==> config.mk <==
export PLATFORM = sky130hd
export DESIGN_NAME = pacessor_core
export DESIGN_NICKNAME = d
export VERILOG_FILES = /design/src/rtl/pacessor_core.sv
export SDC_FILE = /design/constraint.sdc
export NUM_CORES = 1
export LEC_CHECK = 0
export CAP_MARGIN = 20
export CORE_ASPECT_RATIO = 1.25
export CORE_MARGIN = 2
export CORE_UTILIZATION = 35
export DETAILED_ROUTE_END_ITERATION = 7
export PLACE_DENSITY = 0.56
export SYNTH_ARGS = -nofsm -noshare
export SYNTH_HDL_FRONTEND = slang
export SYNTH_SLANG_ARGS = --single-unit
==> constraint.sdc <==
create_clock -name clk -period 4.6 [get_ports clk]
set_input_delay 0.69 -clock clk [delete_from_list [all_inputs] [get_ports clk]]
set_output_delay 0.69 -clock clk [all_outputs]
set_load 0.05 [all_outputs]
==> src/rtl/pacessor_core.sv <==
// pacessor_core: multi-cycle fetch/exec CPU with a wait-stated instruction fetch,
// Z/C flags, conditional jumps, HALT and a back-pressured output port.
//
// Ports
//   clk, rst_master_n        clock, asynchronous active-low reset
//   imem_req/imem_addr       fetch request (FETCH only), byte address = PC
//   imem_rdata/imem_valid    instruction word {op,f1,f2,f3} and its valid strobe
//   out_data/out_valid       OUT payload, held until out_ready
//   out_ready                sink accept
//   halted                   core stopped by HALT (leave via reset only)
//   illegal                  sticky unknown-opcode flag
module pacessor_core #(
  parameter int DATA_W = 8,
  parameter int REG_N  = 16,
  parameter int ADDR_W = 6
) (
  input  logic              clk,
  input  logic              rst_master_n,
  output logic              imem_req,
  output logic [ADDR_W-1:0] imem_addr,
  input  logic [31:0]       imem_rdata,
  input  logic              imem_valid,
  output logic [DATA_W-1:0] out_data,
  output logic              out_valid,
  input  logic              out_ready,
  output logic              halted,
  output logic              illegal
);
  localparam int RI_W = $clog2(REG_N);

  typedef struct packed {
    logic [7:0] op;
    logic [7:0] f1;
    logic [7:0] f2;
    logic [7:0] f3;
  } instr_t;

  typedef enum logic [1:0] {S_FETCH, S_EXEC, S_OUT, S_HALT} state_t;

  state_t                        state;
  instr_t                        ir;
  logic [REG_N-1:0][DATA_W-1:0]  regs;
  logic [ADDR_W-1:0]             pc;
  logic                          zf, cf;

  logic [RI_W-1:0]   rd, ra, rb;
  logic [DATA_W-1:0] a, b, imm, res;
  logic [DATA_W:0]   wide;          // MSB carries the C flag
  logic              alu_op, legal, take;
  logic [ADDR_W-1:0] pc_inc, tgt_raw, jtgt;
  logic              unused_fields;

  assign imem_addr = pc;
  assign rd        = ir.f1[RI_W-1:0];
  assign ra        = ir.f2[RI_W-1:0];
  assign rb        = ir.f3[RI_W-1:0];
  assign a         = regs[ra];
  assign b         = regs[rb];
  assign imm       = DATA_W'(ir.f3);
  assign pc_inc    = pc + ADDR_W'(4);
  assign tgt_raw   = ADDR_W'(ir.f3);
  assign jtgt      = tgt_raw & ~ADDR_W'(3);   // jump targets are word aligned
  assign res       = wide[DATA_W-1:0];
  // high field bits beyond the register index width are don't-care
  assign unused_fields = ^{ir.f1, ir.f2, ir.f3};

  always_comb begin
    wide   = '0;
    alu_op = 1'b0;
    legal  = 1'b1;
    take   = 1'b0;
    case (ir.op)
      8'h01: begin wide = {1'b0, a} + {1'b0, b}; alu_op = 1'b1; end
      8'h02: begin wide = {1'b0, a} - {1'b0, b}; alu_op = 1'b1; end  // MSB = borrow
      8'h03: begin wide = {1'b0, a & b}; alu_op = 1'b1; end
      8'h04: begin wide = {1'b0, a | b}; alu_op = 1'b1; end
      8'h05: begin wide = {1'b0, a ^ b}; alu_op = 1'b1; end
      8'h06: begin wide = {a, 1'b0}; alu_op = 1'b1; end
      8'h07: begin wide = {a[0], 1'b0, a[DATA_W-1:1]}; alu_op = 1'b1; end
      8'h00, 8'h10, 8'h1F, 8'hFF: ;
      8'h20: take = 1'b1;
      8'h21: take = zf;
      8'h22: take = cf;
      default: legal = 1'b0;
    endcase
  end

  always_ff @(posedge clk or negedge rst_master_n) begin
    if (!rst_master_n) begin
      state     <= S_FETCH;
      ir        <= '0;
      regs      <= '0;
      pc        <= '0;
      zf        <= 1'b0;
      cf        <= 1'b0;
      imem_req  <= 1'b0;
      out_data  <= '0;
      out_valid <= 1'b0;
      halted    <= 1'b0;
      illegal   <= 1'b0;
    end else begin
      case (state)
        S_FETCH: begin
          // a valid strobe only counts while our request is actually out
          if (imem_req && imem_valid) begin
            ir       <= imem_rdata;
            imem_req <= 1'b0;
            state    <= S_EXEC;
          end else begin
            imem_req <= 1'b1;
          end
        end
        S_EXEC: begin
          state    <= S_FETCH;
          imem_req <= 1'b1;
          pc       <= take ? jtgt : pc_inc;
          if (!legal) illegal <= 1'b1;
          if (alu_op) begin
            regs[rd] <= res;
            zf       <= (res == '0);
            cf       <= wide[DATA_W];
          end
          case (ir.op)
            8'h10: regs[rd] <= imm;
            8'h1F: begin
              out_data  <= a;
              out_valid <= 1'b1;
              state     <= S_OUT;
              imem_req  <= 1'b0;
              pc        <= pc;          // advances only once the sink accepts
            end
            8'hFF: begin
              halted   <= 1'b1;
              state    <= S_HALT;
              imem_req <= 1'b0;
              pc       <= pc;
            end
            default: ;
          endcase
        end
        S_OUT: begin
          if (out_ready) begin
            out_valid <= 1'b0;
            pc        <= pc_inc;
            imem_req  <= 1'b1;
            state     <= S_FETCH;
          end
        end
        S_HALT: ;
        default: state <= S_FETCH;
      endcase
    end
  end
endmodule

==> run_results.csv, run 1 <==
group,metric,value,unit
outcome,status,"finished, final reports clean",
placed_design,placement.io_buffers,43,
synthesis,ys_ff_latch,172,
placed_design,half_perimeter_wire_length_after_detailed_placement,30660,um
worst_setup_path,r2r_end,"regs[51]",
clocking,clkSlewWorstSetupHoldPaths,70,ps
synthesis,ys_seq_area_frac,0.3519,
layout,area_growth,15.31,%
worst_setup_path,startpoint,"imm[0]",
power_and_ir_drop,intPower,5.453,mW
clocking,max-clock-path-buffers,2,
placed_design,placed_cells,1839,
hold_path,worst_hold_path_type,"primary input to asynchronous set/reset pin",
layout,diode_count,0,
power_and_ir_drop,totalPowerFinal,10.03,mW
synthesis,post_synth_edffs,0,
layout,instances_no_fill,1874,
clocking,clock_sinks,172,
sta,maxSlewViolCount,0,
detailed_routing,route.detailed.wl_per_inst,22.69,um
worst_setup_path,required,4940,ps
worst_setup_path,worst_r2r_src,"imm[0]",
global_routing,first_global_vias,10950,
sta,final_min_period_over_clock_period,0.9486,
global_routing,global_route_wire_length_before_repair,66350,um
floorplan,core-area,0.03442,mm2
global_routing,grt_start_max_net_pins,95,
worst_setup_path,critical_path_peak_fanout,16,
synthesis,post_synth_num_cell_types,68,
synthesis,netlist.top_cell.by_area,"sky130_fd_sc_hd__dfrtp_1",
power_and_ir_drop,cellPowerDensity,711.0,mW/mm2
power_and_ir_drop,p_leak,5.999,nW
worst_setup_path,cpMostUsedCell,"sky130_fd_sc_hd__o21ai_0",
power_and_ir_drop,total_switching_power,4.576,mW
detailed_routing,routed-via-count,11040,
power_and_ir_drop,power.sequential.fraction,0.274,
synthesis,synth.avg_cell_area,8.896,um2
sta,holdWs,344.8,ps
clocking,clockRootBuffer,"sky130_fd_sc_hd__clkbuf_16",
sta,max-slew-margin-rel,0.3073,
sta,fin_ws,236.3,ps
sta,finClkSkew,11.20,ps
floorplan,row_count,76,
synthesis,synth_warnings,0,
sta,maxClockFrequency,229.2,MHz
synthesis,syn-cell-area,0.01223,mm2
sta,tightest_slew,1039,ps
global_routing,grt_antenna_before_repair,0,
floorplan,initial_util,0.3553,
sta,period_needed,4364,ps
clocking,cts-hold-fix-buffers,0,
detailed_routing,finalWirelength,42510,um
detailed_routing,detailedRoute.firstIterationViolations,1088,
worst_setup_path,worst_setup_path_end_kind,"flip-flop",
detailed_routing,post_route_ant_nets,0,
worst_setup_path,critPathLaunchType,"flip-flop",
synthesis,ys_dominant_reg_cell,"sky130_fd_sc_hd__dfrtp_1",
worst_setup_path,worst_r2r_path_depth,17,
worst_setup_path,worst-r2r-setup-slack,240,ps
power_and_ir_drop,clock_power_share,0.172,
detailed_routing,avgViaCountPerCell,5.893,
global_routing,grtUsageTotal,0.2414,
clocking,insertion_delay,460,ps
placed_design,place_worst_setup_slack,106.7,ps
floorplan,floorplan.die.width,171.2,um
worst_setup_path,cp_capture_point,"regs[51]",
detailed_routing,drcViolationCount,0,
sta,grt_setup_unrepaired,"false",
worst_setup_path,critical_path_arrival,4700,ps
worst_setup_path,path_depth,17,
floorplan,fp.dieArea,0.03647,mm2
sta,final_hold_viol_count,0,
layout,fill_cells,3411,
worst_setup_path,slowest_stage,"sky130_fd_sc_hd__mux4_2",
synthesis,yosysTopAreaCellShare,0.3519,
worst_setup_path,critical_path_buf_inv_count,3,
detailed_routing,drtPass1Iterations,5,
sta,setup_viol,0,
power_and_ir_drop,swShare,0.4562,
power_and_ir_drop,combinationalPowerShare,0.554,
synthesis,cell_count_after_synthesis,1375,
clocking,tritoncts_clock_tree,"yes",
flow_run,max_cap_viol_count,0,
floorplan,die_height,213.0,um
worst_setup_path,timing.setup.critical_path_class,"flip-flop to flip-flop",
worst_setup_path,delay_of_the_slowest_cell_on_the_worst_path,550,ps
clocking,cts_max_level,4,
synthesis,ys_top_cells_by_area,"sky130_fd_sc_hd__dfrtp_1 35%, sky130_fd_sc_hd__mux4_2 13%, sky130_fd_sc_hd__nand2_1 6.8%",
global_routing,grt_remaining_overflow,0,
power_and_ir_drop,ir_worst_vdd,304.0,uV
clocking,cts_bufs_inserted,17,
worst_setup_path,crit_path_cell_trace,"buf_12 -> mux4_2 -> mux4_2 -> inv_1 -> ha_1 -> nand2_1 -> o21ai_0 -> inv_1 -> ha_1 -> nor2b_1 -> o21ai_0 -> xor2_1 -> o21ai_0 -> a21oi_1 -> o221a_2 -> nand2_2 -> a22o_1",
placed_design,gp_routability_congestion,0.9455,
sta,fin_tns_setup,0,ps
layout,final_layout_size_suffix_gt1_frac,0.1750,
worst_setup_path,critical-path-top-delay-family,"compound AO/OA/AOI/OAI gates",
layout,total_nets_final,1460,
floorplan,ios,54,
synthesis,postSynth.asyncResetShare,1.000,
## repair_timing
item / CTS / global route
setup endpoints to repair: 0 / 97
buffers inserted: 0 / 2
resized for setup: 0 / 3
## power by group through the flow
stage	combinational (mW)	sequential [mW]	clock, mW
5_1_grt	6.04	2.83	1.81
4_1_cts	5.41	2.79	1.75
3_5_place_dp	5.38	2.81	0
2_1_floorplan	3.88	2.46	0
6_report	5.55	2.75	1.72
3_3_place_gp	5.33	2.79	0
## how the worst min path moves through the flow
stage / start / end / slack [ps] / cells past startpoint
6_report: rst_master_n / ir[26] / 340 / 1
5_1_grt: rst_master_n / ir[24] / 420 / 1
3_3_place_gp: out_data[1] / out_data[1] / 460 / 2
4_1_cts: rst_master_n / ir[24] / 380 / 1
3_5_place_dp: out_data[1] / out_data[1] / 470 / 2
2_1_floorplan: rst_master_n / cf / 390 / 0
## flip-flops by register name (all words and copies together) (netlist names)
signal / cells
imem_addr: 4
out_data: 8
halted: 1
out_valid: 1
imem_req: 1
ir: 16
state: 2
cf: 1
illegal: 1
regs: 128
zf: 1
imm: 8
## cell usage after synthesis, types with 7 or more instances
library cell / n
sky130_fd_sc_hd__nand2_1: 223
sky130_fd_sc_hd__nor2_1: 173
sky130_fd_sc_hd__dfrtp_1: 172
sky130_fd_sc_hd__o21ai_0: 140
sky130_fd_sc_hd__o211ai_1: 73
sky130_fd_sc_hd__mux4_2: 70
sky130_fd_sc_hd__clkbuf_1: 62
sky130_fd_sc_hd__a21oi_1: 42
sky130_fd_sc_hd__nor3_1: 40
sky130_fd_sc_hd__a22o_1: 32
sky130_fd_sc_hd__ha_1: 30
sky130_fd_sc_hd__mux2_2: 30
sky130_fd_sc_hd__inv_1: 26
sky130_fd_sc_hd__buf_2: 24
sky130_fd_sc_hd__buf_1: 21
sky130_fd_sc_hd__o21ai_1: 21
sky130_fd_sc_hd__nand3_1: 18
sky130_fd_sc_hd__nand2b_1: 17
sky130_fd_sc_hd__a311oi_1: 15
sky130_fd_sc_hd__nor2_4: 15
sky130_fd_sc_hd__mux2i_1: 10
sky130_fd_sc_hd__nand3b_1: 8
sky130_fd_sc_hd__a31oi_1: 7
sky130_fd_sc_hd__nor2b_1: 7
sky130_fd_sc_hd__or2_2: 7
sky130_fd_sc_hd__xnor2_1: 7
## area by class of cell
cell class	count	area, um2	share of cell area
clock inverter	10	209.0	0.01481
tap	468	585.6	0.04152
multi-input combinational	1060	7326	0.5194
timing repair buffer	114	1085	0.07691
clock buffer	22	484.2	0.03433
sequential	172	4310	0.3056
inverter	28	105.1	0.007451
## cells by family (layout without fill, tap and decap cells)
family | count (synthesis) | after routing | synth area share
AND/OR/NAND/NOR | 536 | 536 | 0.1970
AO/OA/AOI/OAI | 369 | 369 | 0.1943
flip-flops | 172 | 172 | 0.3519
buffers and inverters | 144 | 174 | 0.05094
multiplexers | 110 | 110 | 0.1647
adder cells (fa/ha/maj) | 31 | 31 | 0.03232
XOR/XNOR | 12 | 12 | 0.008592
other | 1 | 2 | 0.0003066
## worst reg2reg max path: cells and delay by family, from the launching register on
kind	cells	cell delay, ps
adders and majority gates	2	460
DFF	1	430
and+or+nand+nor	3	430
muxes	2	1090
AOI/OAI and AO/OA	6	1200
buffers and inverters	3	380
xor gates and xnor gates	1	250
## cell usage in the layout (no fill, tap or decap), types with 23 or more instances in the layout
cell type,count
sky130_fd_sc_hd__o21ai_0,138
sky130_fd_sc_hd__nor2_1,173
sky130_fd_sc_hd__nor3_1,40
sky130_fd_sc_hd__a21oi_1,42
sky130_fd_sc_hd__mux2_2,30
sky130_fd_sc_hd__clkdlybuf4s50_1,42
sky130_fd_sc_hd__ha_1,29
sky130_fd_sc_hd__mux4_2,70
sky130_fd_sc_hd__inv_1,26
sky130_fd_sc_hd__dfrtp_1,169
sky130_fd_sc_hd__buf_4,62
sky130_fd_sc_hd__nand2_1,223
sky130_fd_sc_hd__a22o_1,32
sky130_fd_sc_hd__o211ai_1,73
sky130_fd_sc_hd__o21ai_1,23
## per-layer routing
metal / vias up / part of all wire / global-route usage
met5: - / 0 / 0
met4: 0 / 0.047 / 0.1330
met3: 113 / 0.054 / 0.03077
met2: 462 / 0.50 / 0.4107
met1: 5471 / 0.40 / 0.2962
li1: 4997 / - / -
## per-stage QoR
step                area (um2)  utilization
floorplan                12240            -
global placement         13350       0.3879
detailed placement       13350       0.3879
CTS                      14050       0.4081
global route             14100       0.4097
finish                   14100       0.4097
(Power assumes the default switching activity.)
==> inputs of run 2 (changes only) <==
- CORE_UTILIZATION: 35 -> 56
- PLACE_DENSITY: 0.56 -> 0.81
- SLEW_MARGIN: unset -> 30
==> run_results.csv, run 2 (synthesis results as in run 1) <==
group,metric,value,unit
layout,total_nets_final,1443,
hold_path,worst_hold_path_type,"primary input to asynchronous set/reset pin",
placed_design,gp_routability_congestion,0.9902,
power_and_ir_drop,swShare,0.4664,
power_and_ir_drop,total_switching_power,4.574,mW
floorplan,ios,54,
sta,maxSlewViolCount,0,
placed_design,post_dp_cell_area,0.01294,mm2
sta,grt_setup_unrepaired,"false",
worst_setup_path,delay_of_the_slowest_cell_on_the_worst_path,540,ps
sta,period_needed,4426,ps
floorplan,floorplan.die.width,136.2,um
worst_setup_path,cp_capture_point,"regs[107]",
clocking,max-clock-path-buffers,2,
layout,area_growth,11.63,%
sta,final_min_period_over_clock_period,0.9623,
sta,fin_ws,173.6,ps
layout,fill_cells,1738,
layout,largest_reg_flops,128,
placed_design,place_worst_setup_slack,94.08,ps
power_and_ir_drop,cellPowerDensity,718.2,mW/mm2
power_and_ir_drop,clock_power_share,0.158,
placed_design,placement.io_buffers,43,
layout,layout.cells.most_common,"sky130_fd_sc_hd__nand2_1",
sta,setup_viol,0,
detailed_routing,detailedRoute.firstIterationViolations,1524,
worst_setup_path,critPathLaunchType,"flip-flop",
power_and_ir_drop,power.sequential.fraction,0.282,
clocking,clkSlewWorstSetupHoldPaths,70,ps
placed_design,half_perimeter_wire_length_after_detailed_placement,27810,um
worst_setup_path,r2r_end,"regs[107]",
outcome,status,"finished, final reports clean",
global_routing,grtUsageTotal,0.3523,
clocking,cts_max_level,4,
sta,finClkSkew,14.41,ps
clocking,clockRootBuffer,"sky130_fd_sc_hd__clkbuf_16",
layout,final_cell_mix,"223 x sky130_fd_sc_hd__nand2_1, 173 x sky130_fd_sc_hd__nor2_1, 168 x sky130_fd_sc_hd__dfrtp_1, 140 x sky130_fd_sc_hd__o21ai_0, 73 x sky130_fd_sc_hd__o211ai_1",
sta,max-slew-margin-rel,0.3904,
detailed_routing,route.detailed.wl_per_inst,23.83,um
layout,final_design_area_no_fill,0.01365,mm2
power_and_ir_drop,p_leak,5.883,nW
worst_setup_path,worst-r2r-setup-slack,170,ps
global_routing,grt_start_max_net_pins,92,
floorplan,fp.dieArea,0.02305,mm2
worst_setup_path,worst_setup_path_end_kind,"flip-flop",
clocking,insertion_delay,440,ps
worst_setup_path,worst_r2r_path_depth,16,
power_and_ir_drop,ir_worst_vdd,911.7,uV
worst_setup_path,worst_r2r_src,"imm[0]",
sta,fin_tns_setup,0,ps
worst_setup_path,crit_path_cell_trace,"buf_12 -> mux4_2 -> mux4_2 -> inv_1 -> ha_1 -> nor2_1 -> xor2_1 -> ha_1 -> or2_2 -> o21ai_0 -> xor2_1 -> o21ai_0 -> a21oi_1 -> o221a_2 -> nand2_4 -> a22o_1",
layout,final_layout_size_suffix_gt1_frac,0.1649,
worst_setup_path,slowest_stage,"sky130_fd_sc_hd__mux4_2",
detailed_routing,drcViolationCount,0,
worst_setup_path,critical_path_arrival,4750,ps
clocking,tritoncts_clock_tree,"yes",
sta,maxClockFrequency,225.9,MHz
layout,final_core_util,0.6360,
layout,reg_top3,"regs: 128 flops, ir: 16 flops",
floorplan,initial_util,0.5697,
detailed_routing,avgViaCountPerCell,6.938,
layout,top_register,"regs",
flow_run,max_cap_viol_count,0,
clocking,clock_sinks,172,
global_routing,first_global_vias,11140,
detailed_routing,drtPass1Iterations,8,
detailed_routing,routed-via-count,11570,
worst_setup_path,critical_path_peak_fanout,17,
worst_setup_path,startpoint,"imm[0]",
power_and_ir_drop,intPower,5.233,mW
floorplan,row_count,60,
clocking,cts-hold-fix-buffers,0,
sta,holdWs,118.0,ps
power_and_ir_drop,combinationalPowerShare,0.560,
detailed_routing,finalWirelength,39760,um
worst_setup_path,required,4920,ps
sta,final_hold_viol_count,0,
detailed_routing,post_route_ant_nets,0,
worst_setup_path,timing.setup.critical_path_class,"flip-flop to flip-flop",
clocking,cts_bufs_inserted,17,
layout,diode_count,0,
floorplan,die_height,169.2,um
global_routing,global_route_wire_length_before_repair,62050,um
global_routing,grt_remaining_overflow,0,
global_routing,grt_antenna_before_repair,0,
sta,tightest_slew,907.5,ps
floorplan,core-area,0.02147,mm2
==> run 2: cell count changes in the layout (fill, tap and decap cells not counted), moves of 2 or more <==
cell                        delta
sky130_fd_sc_hd__buf_12        -3
sky130_fd_sc_hd__buf_4        -16
sky130_fd_sc_hd__bufinv_16     -3
sky130_fd_sc_hd__clkbuf_1      +2
sky130_fd_sc_hd__clkbuf_8      -2
sky130_fd_sc_hd__dfrtp_2       +2
sky130_fd_sc_hd__inv_6         +4
sky130_fd_sc_hd__o21ai_0       +2
sky130_fd_sc_hd__o21ai_1       -2
==> run 2: through the flow <==
stage	instances	power, mW
final	1668	9.807
after global routing	1668	10.30
after CTS	1663	9.505
after detailed placement	1631	7.924
after global placement	1631	7.786
after floorplan	1376	6.340
==> run 2: power by group through the flow <==
stage | combinational, mW | sequential, mW | clock, mW
after floorplan | 3.88 | 2.46 | 0
after global placement | 5.08 | 2.70 | 0
after detailed placement | 5.19 | 2.73 | 0
after CTS | 5.23 | 2.71 | 1.56
after global routing | 5.87 | 2.81 | 1.62
final | 5.49 | 2.76 | 1.55
==> run 2: worst min-delay path by stage <==
stage	cells past startpoint	startpoint	to
finish	1	rst_master_n	ir[25]
global route	1	rst_master_n	ir[25]
CTS	1	rst_master_n	ir[27]
detailed placement	2	out_data[5]	out_data[5]
global placement	2	out_data[5]	out_data[5]
floorplan	0	rst_master_n	cf
==> run 2: metal layers <==
metal / global-route usage / wire length, um / vias up
met5: 0 / 0 / -
met3: 0.07676 / 3751 / 235
met2: 0.5495 / 18690 / 820
met1: 0.4340 / 14200 / 5562
li1: - / - / 4955
met4: 0.2464 / 3113 / 0
==> run 2: worst max-delay path, delay by kind of cell, from the launching register on <==
family | cells | cell delay [ps]
AOI/OAI and AO/OA | 5 | 950
adders and majority gates | 2 | 550
and+or+nand+nor | 3 | 540
muxes | 2 | 1050
xor gates and xnor gates | 2 | 470
DFF | 1 | 400
buffers and inverters | 2 | 340
==> run 2: timing repair <==
| item | 4_1_cts | 5_1_grt |
|---|---|---|
| endpoints found under the setup margin | 0 | 71 |
| buffers inserted | 0 | 3 |
| resized for setup | 0 | 5 |
==> run 2: final cells by class <==
| class | instances | area [um2] | area share |
|---|---|---|---|
| flip-flops and latches | 172 | 4309 | 0.3156 |
| clock buffers | 22 | 464.2 | 0.03400 |
| inverters | 28 | 105.1 | 0.007697 |
| multi-input cells | 1060 | 7333 | 0.5371 |
| well taps | 279 | 349.1 | 0.02557 |
| clock inverters | 10 | 152.6 | 0.01118 |
| repair buffers | 97 | 940.9 | 0.06891 |
